==> config.mk <==
export PLATFORM = sky130hd
export DESIGN_NAME = pipeline_fwd
export DESIGN_NICKNAME = d
export VERILOG_FILES = /design/src/rtl/pipeline_fwd.sv
export SDC_FILE = /design/constraint.sdc
export NUM_CORES = 2
export LEC_CHECK = 0
export BUFFER_PORTS_ARGS = -buffer_cell sky130_fd_sc_hd__buf_4
export CORE_MARGIN = 1
export CORE_UTILIZATION = 55
export DETAILED_ROUTE_END_ITERATION = 7
export HOLD_SLACK_MARGIN = 0.05
export PLACE_DENSITY = 0.71
export SYNTH_ARGS = -nofsm -noshare
export SYNTH_HDL_FRONTEND = slang
export SYNTH_SLANG_ARGS = --single-unit
==> constraint.sdc <==
create_clock -name clk -period 12.8 [get_ports clk]
set_input_delay 1.28 -clock clk [delete_from_list [all_inputs] [get_ports clk]]
set_output_delay 1.28 -clock clk [all_outputs]
set_load 0.02 [all_outputs]
==> src/rtl/pipeline_fwd.sv <==
// pipeline_fwd: 4-stage ALU pipeline (read, execute, write-back, store) with per-stage valid bits.
// Define PIPE_FWD_EN to compile in the stage-2 operand forwarding mux.
module pipeline_fwd #(
    parameter int DATA_W = 16,
    parameter int REG_AW = 4,
    parameter int MEM_AW = 8
) (
    input  logic              clk,
    input  logic              rst_n,
    input  logic              in_valid,
    input  logic [REG_AW-1:0] rs1,
    input  logic [REG_AW-1:0] rs2,
    input  logic [REG_AW-1:0] rd,
    input  logic [3:0]        func,
    input  logic [MEM_AW-1:0] addr,
    output logic [DATA_W-1:0] z,
    output logic              z_valid,
    input  logic [MEM_AW-1:0] mem_raddr,
    output logic [DATA_W-1:0] mem_rdata
);

    localparam int NREG = 1 << REG_AW;
    localparam int NMEM = 1 << MEM_AW;

    logic [DATA_W-1:0] regs [NREG];
    logic [DATA_W-1:0] mem  [NMEM];

    logic              s1_valid;
    logic [DATA_W-1:0] s1_a;
    logic [DATA_W-1:0] s1_b;
    logic [REG_AW-1:0] s1_rd;
    logic [3:0]        s1_func;
    logic [MEM_AW-1:0] s1_addr;

    logic              s2_valid;
    logic [DATA_W-1:0] s2_result;
    logic [REG_AW-1:0] s2_rd;
    logic [MEM_AW-1:0] s2_addr;

    logic              s3_valid;
    logic [MEM_AW-1:0] s3_addr;

`ifdef PIPE_FWD_EN
    logic [REG_AW-1:0] s1_rs1;
    logic [REG_AW-1:0] s1_rs2;
    logic [REG_AW-1:0] s3_rd;
`endif

    logic [DATA_W-1:0] op_a;
    logic [DATA_W-1:0] op_b;
    logic [DATA_W-1:0] alu_result;

    // Stage 3 always holds its result in z, so z doubles as the stage-4 forwarding source.
    always_comb begin
        op_a = s1_a;
        op_b = s1_b;
`ifdef PIPE_FWD_EN
        if (s2_valid && s2_rd == s1_rs1)
            op_a = s2_result;
        else if (s3_valid && s3_rd == s1_rs1)
            op_a = z;
        if (s2_valid && s2_rd == s1_rs2)
            op_b = s2_result;
        else if (s3_valid && s3_rd == s1_rs2)
            op_b = z;
`endif
    end

    always_comb begin
        alu_result = '0;
        case (s1_func)
            4'b0000: alu_result = op_a + op_b;
            4'b0001: alu_result = op_a - op_b;
            4'b0010: alu_result = op_a * op_b;
            4'b0011: alu_result = op_a;
            4'b0100: alu_result = op_b;
            4'b0101: alu_result = ~op_a;
            4'b0110: alu_result = ~op_b;
            4'b0111: alu_result = op_a << 1;
            4'b1000: alu_result = op_b >> 1;
            4'b1001: alu_result = op_a >> 1;
            4'b1010: alu_result = op_b << 1;
            4'b1011: alu_result = op_a & op_b;
            4'b1100: alu_result = op_a | op_b;
            4'b1101: alu_result = op_a ^ op_b;
            4'b1110: alu_result = DATA_W'(s1_addr);
            default: alu_result = '0;
        endcase
    end

    always_ff @(posedge clk or negedge rst_n) begin
        if (!rst_n) begin
            s1_valid <= 1'b0;
            s2_valid <= 1'b0;
            s3_valid <= 1'b0;
            z_valid  <= 1'b0;
            z        <= '0;
        end else begin
            s1_valid <= in_valid;
            s2_valid <= s1_valid;
            s3_valid <= s2_valid;
            z_valid  <= s2_valid;
            if (s2_valid)
                z <= s2_result;
        end
    end

    // Payload registers need no reset: every consumer is qualified by a valid bit.
    always_ff @(posedge clk) begin
        s1_a      <= regs[rs1];
        s1_b      <= regs[rs2];
        s1_rd     <= rd;
        s1_func   <= func;
        s1_addr   <= addr;
        s2_result <= alu_result;
        s2_rd     <= s1_rd;
        s2_addr   <= s1_addr;
        s3_addr   <= s2_addr;
`ifdef PIPE_FWD_EN
        s1_rs1    <= rs1;
        s1_rs2    <= rs2;
        s3_rd     <= s2_rd;
`endif
    end

    always_ff @(posedge clk or negedge rst_n) begin
        if (!rst_n) begin
            for (int i = 0; i < NREG; i++)
                regs[i] <= '0;
        end else if (s2_valid) begin
            regs[s2_rd] <= s2_result;
        end
    end

    always_ff @(posedge clk) begin
        if (s3_valid)
            mem[s3_addr] <= z;
    end

    assign mem_rdata = mem[mem_raddr];

endmodule
After elaboration in Yosys (flattened, before gate mapping):

Memory sizes are Yosys's and may differ from the RTL's.
Index checks and enable logic that the tools add are counted.

* register bits after elaboration: 359
* latch bits: 0
* bits in writable memories: 4096
* ROM bits: 0
* input port bits: 35
* output and inout port bits: 33
* logic and storage cells: 73
* memories: 1

Memories
* mem: depth 256, bits a word 16, read ports 1, clocked after Yosys merged registers in 0, write ports 1, line 26 `logic [DATA_W-1:0] mem [NMEM];`

* add/subtract/negate cells: 2
* $mul: 1
* div/mod/pow operators: 0
* magnitude comparators: 4
* equality and inequality tests: 14
* shift operators: 0
* muxes and demuxes: 12
* bitwise operators: 8
* reductions and logical operators: 2

Operators by type and width (count)
* bitwise mux 256 bit: 1
* case mux 16 bit (15 select lines): 1
* binary-select mux 16 bit (select 4 bit): 2
* 2-to-1 mux 16 bit: 5
* demux 16 bit (select 4 bit): 1
* NOT 16 bit: 2
* equality test 4 bit (second input constant): 7
* adder 16 bit: 1
* AND 16 bit: 1
* equality test 4 x 3 -> 1 bit (second input constant): 4
* multiplier 16 x 16 -> 16 bit: 1
* bitwise OR 16 bit: 1
* subtractor 16 bit: 1
* XOR 16 bit: 1
* greater-or-equal comparator 5 bit (second input constant): 3
* NOT 4 -> 5 bit: 3
* equality test 4 x 2 -> 1 bit (second input constant): 2
* < comparator 5 x 1 -> 1 bit (second input constant): 1
* equality test 4 x 1 -> 1 bit (second input constant): 1
* zero test 4 bit: 1
* 2-to-1 mux 1 bit: 2
* logical AND 1 bit: 1

Longest topological paths before layout:

* word-level depth: 6
* mapped depth: 25
* depth with buffers taken out: 23

Worst setup path after synthesis:

No wires, ideal clock.

* kind: register to register
* from: reg s1_b[6] (netlist: op_b[6])
* to: reg s2_result[14]
* setup time: 0.129 ns
* arrival: 5.259 ns
* required time: 12.671 ns
* slack: 7.412 ns
* stages on the path, launching flop included: 20
* clock period less this slack: 5.388 ns
* cells stage by stage: dfxtp_1 -> clkbuf_1 -> clkbuf_1 -> nand2_1 -> fa_1 -> fa_1 -> fa_1 -> fa_1 -> fa_1 -> fa_1 -> inv_1 -> ha_1 -> and2_1 -> a31oi_1 -> o311ai_0 -> a21o_1 -> a21oi_1 -> xnor2_1 -> a21oi_1 -> o21ai_0

* longest elaborated chain between the ends: 2
* elaborated cells between the ends (all ways): 4
* classes of those cells: add/sub (2); mul (1); mux (1)

Ends and longest elaborated chain
* start, declared: line 30 `logic [DATA_W-1:0] s1_b;`
* start signal, assigned: line 111 `s1_b <= regs[rs2];`
* multiplier 16 x 16 -> 16 bit (tied with other cells): line 74 `4'b0010: alu_result = op_a * op_b;`
* case mux 16 bit (15 select lines) (*): line 71 `case (s1_func)`
* end signal, assigned: line 115 `s2_result <= alu_result;`
* end, declared: line 36 `logic [DATA_W-1:0] s2_result;`

Every way passes the cells marked *; elsewhere a longest branch is shown, timed or not.
A chain may end at the register's enable or synchronous reset.

Worst setup path after layout:

* from: in mem_raddr[1]
* to: out mem_rdata[11]

* longest elaborated chain between the ends: 1

Ends and longest elaborated chain
* start, declared: line 18 `input logic [MEM_AW-1:0] mem_raddr,`
* memory read (256 x 16 bit)
* end, declared: line 19 `output logic [DATA_W-1:0] mem_rdata`

Every way passes these cells.

==> impl_results.md <==
- Die ar.: 0.328 mm2
- Register area share after synthesis: 73.5%
- Drt wl/cell: 33.8 um
- Leakage Power: around 65 nW
- Slew @ Worst Pin: 1360 ps
- Antenna Nets Post-Route: 0
- Yosys top cell by area: edfxtp_1
- RSZ-0062 raised after global routing: false
- Routed wire length: 446,000 um
- Layout cells sized above 1: approximately a third
- Dominant synthesized flop cell: edfxtp_1
- Cell Area, Synth: ~0.18 mm2
- Post-synth EDFFs: 4,096
- Synth area leaders: edfxtp_1, mux4_2, dfrtp_1, mux2_2, dfxtp_1
- Hold Crit Class: reg -> reg
- Hpwl dp: about 250,000 um
- Failing checks: DRC
- H-tree depth: 5
- Required time worst endpoint: roughly 12,000 ps
- Slew Limit Fails: 0
- Routability congestion estimate: ~0.9
- # DRC: 24
- Initial antenna violation count: 23
- Post-synth ARST share: just over 6%
- Power per Cell Area: 183 mW/mm2
- Resized Gates After CTS: 0
- Vias in the first global route: roughly 90,000
- Layout Nets: 8,698
- Yosys reg bits: 4,455
- Die Y: between 500 and 600 um
- Crit path launch: mem_raddr[1]
- Buffers on Ports: 67
- Power Total: roughly 37 mW
- CTS Hold Bufs: 0
- Post-Syn Instances: slightly above 8,000
- Status: complete, but fails checks
- Syn avg cell area: 22.1 um2
- Cell Rows: 209
- Final Skew: roughly 42 ps
- Crit end category: primary output
- Setup_tns: 0 ps
- Root buf cell: clkbuf_16
- Area grow syn2layout: 11.8%
- Sink Count: around 4,500
- Initial DRC Count: between 10,000 and 15,000
- Hold Startpoint: s2_addr[6]
- Register clock-pin slew on the reported worst setup and hold paths: ~60 ps
- Clk_lat worst skew: 970 ps
- FF-to-FF Start: op_b[5]
- Grt total ovfl: 0
- Vias: 87,100
- CP Max Fanout: 142
- Max-Cap Viols: 0
- Place WS: approximately 5200 ps
- Postcts setup bufs: 0
- Die Wd: approximately 570 um
- Clock Tree Buf Depth: 4
- First-pass GRT wire length: between 600,000 and 700,000 um
- Mapped Nets: slightly above 8,000
- Drt via density: around 6.6
- Min Tclk post-route: ~7600 ps
- Num CTS Buffers: 433
- Crit path kind: in -> out
- Commonest non-fill, non-tap cell in the layout: edfxtp_1
- Peak supply drop: about 190 uV
- Largest net degree at the start of global routing: roughly 200
- Data arrival, critical path: roughly 6300 ps
- TritonCTS clock tree: built
- Period utilization: around three fifths
- Final worst slack: around 5200 ps
- Synth warnings: 0
- Most frequent cells in the layout: edfxtp_1, mux4_2, clkbuf_16, buf_4, nor2_1
- Starting Density: roughly 55%
- Distinct cells, synth: just under 60
- R2R Setup Slk: 6510 ps
- TritonRoute pass-1 iters: 8
- Share of the synthesized area in the top cell type: about 70%
- Hold Vio Cnt, Final: 0
- Core area: about 0.32 mm2
- Startpoint Class: input port
- Slew headroom: a little under a tenth
- Top Ports: 68
- Tot GR Track Use: 27.4%
- Highest clock rate: approximately 0.13 GHz
- Final setup fails: 0
state kept, by name, indices dropped and copies added, names as in the netlist:
register and cells:
z 16, s2_result 16, s2_rd 4, s1_func 4
s1_rd 4, mem 4096, s3_addr 8, s2_addr 8
op_a 16, regs 256, s1_addr 8, s1_valid 1
s2_valid 1, s3_valid 1, op_b 16
layer usage:
| metal | vias to the layer above | GRT usage [%] | routed length, um |
|---|---|---|---|
| met1 | 46800 | 38.3 | 167000 |
| met2 | 4876 | 42.9 | 214000 |
| met3 | 861 | 5.84 | 46400 |
| met4 | 6 | 10.2 | 18700 |
| li1 | 34600 | - | - |
| met5 | - | 0 | 36 |
kinds of logic (layout without fill, tap and decap cells):
logic type | count (synthesis) | in the layout | share of synthesized area (%)
compound gates | 258 | 258 | 0.987
xor+xnor | 67 | 67 | 0.328
fa+ha+maj | 178 | 178 | 1.58
buf+inv | 619 | 1380 | 1.45
flops | 4455 | 4455 | 73.5
mux | 1853 | 1853 | 20.6
other cells | 0 | 15 | 0
simple gates | 654 | 654 | 1.56
report_power, final:
group	switching (mW)	leakage [nW]	internal, mW
Sequential	0.835	41.7	18.0
Combinational	3.54	16.9	1.88
Clock	5.32	6.76	7.13
metrics by stage:
stage | instances | hold WS (ps) | area [um2] | utilization (%)
4_1_cts | 13200 | 330 | 200000 | 61.8
6_report | 13200 | 332 | 200000 | 61.8
3_3_place_gp | 12400 | 316 | 186000 | 57.5
2_1_floorplan | 8084 | 310 | 179000 | -
3_5_place_dp | 12400 | 312 | 186000 | 57.5
5_1_grt | 13200 | 338 | 200000 | 61.8
cell usage after synthesis (all sizes together) (84+ instances only):
cell type  instances
buf              182
clkbuf           302
dfrtp            275
dfxtp             84
edfxtp          4096
ha                97
inv              130
mux2             273
mux2i            139
mux4            1441
nand2            156
nor2             363
worst max-delay path, cell delays in order:
cell and delay, ps:
buf_8 430, buf_12 700, buf_4 890, mux4_2 440, mux4_2 560, mux2i_1 600
a22oi_1 440, and4_1 500, buf_4 220
worst paths after layout:
kind                                 end  cells past startpoint
setup / recovery           mem_rdata[11]                      9
hold / removal                s3_addr[6]                      0
setup reg to reg           s2_result[14]                     18
hold reg to reg               s3_addr[6]                      0
max in group asynchronous          z[14]                      2
min in group asynchronous       regs[98]                      1
final cells by class:
| type | count | area (um2) |
|---|---|---|
| Tap cell | 4325 | 5410 |
| Sequential cell | 4455 | 132000 |
| Inverter | 135 | 507 |
| Fill cell | 21400 | 124000 |
| Clock inverter | 251 | 2240 |
| Antenna cell | 15 | 37.5 |
| Timing Repair Buffer | 450 | 3670 |
| Clock buffer | 544 | 11600 |
| Multi-Input combinational cell | 3010 | 45100 |
Power figures use the tool's default switching activity.
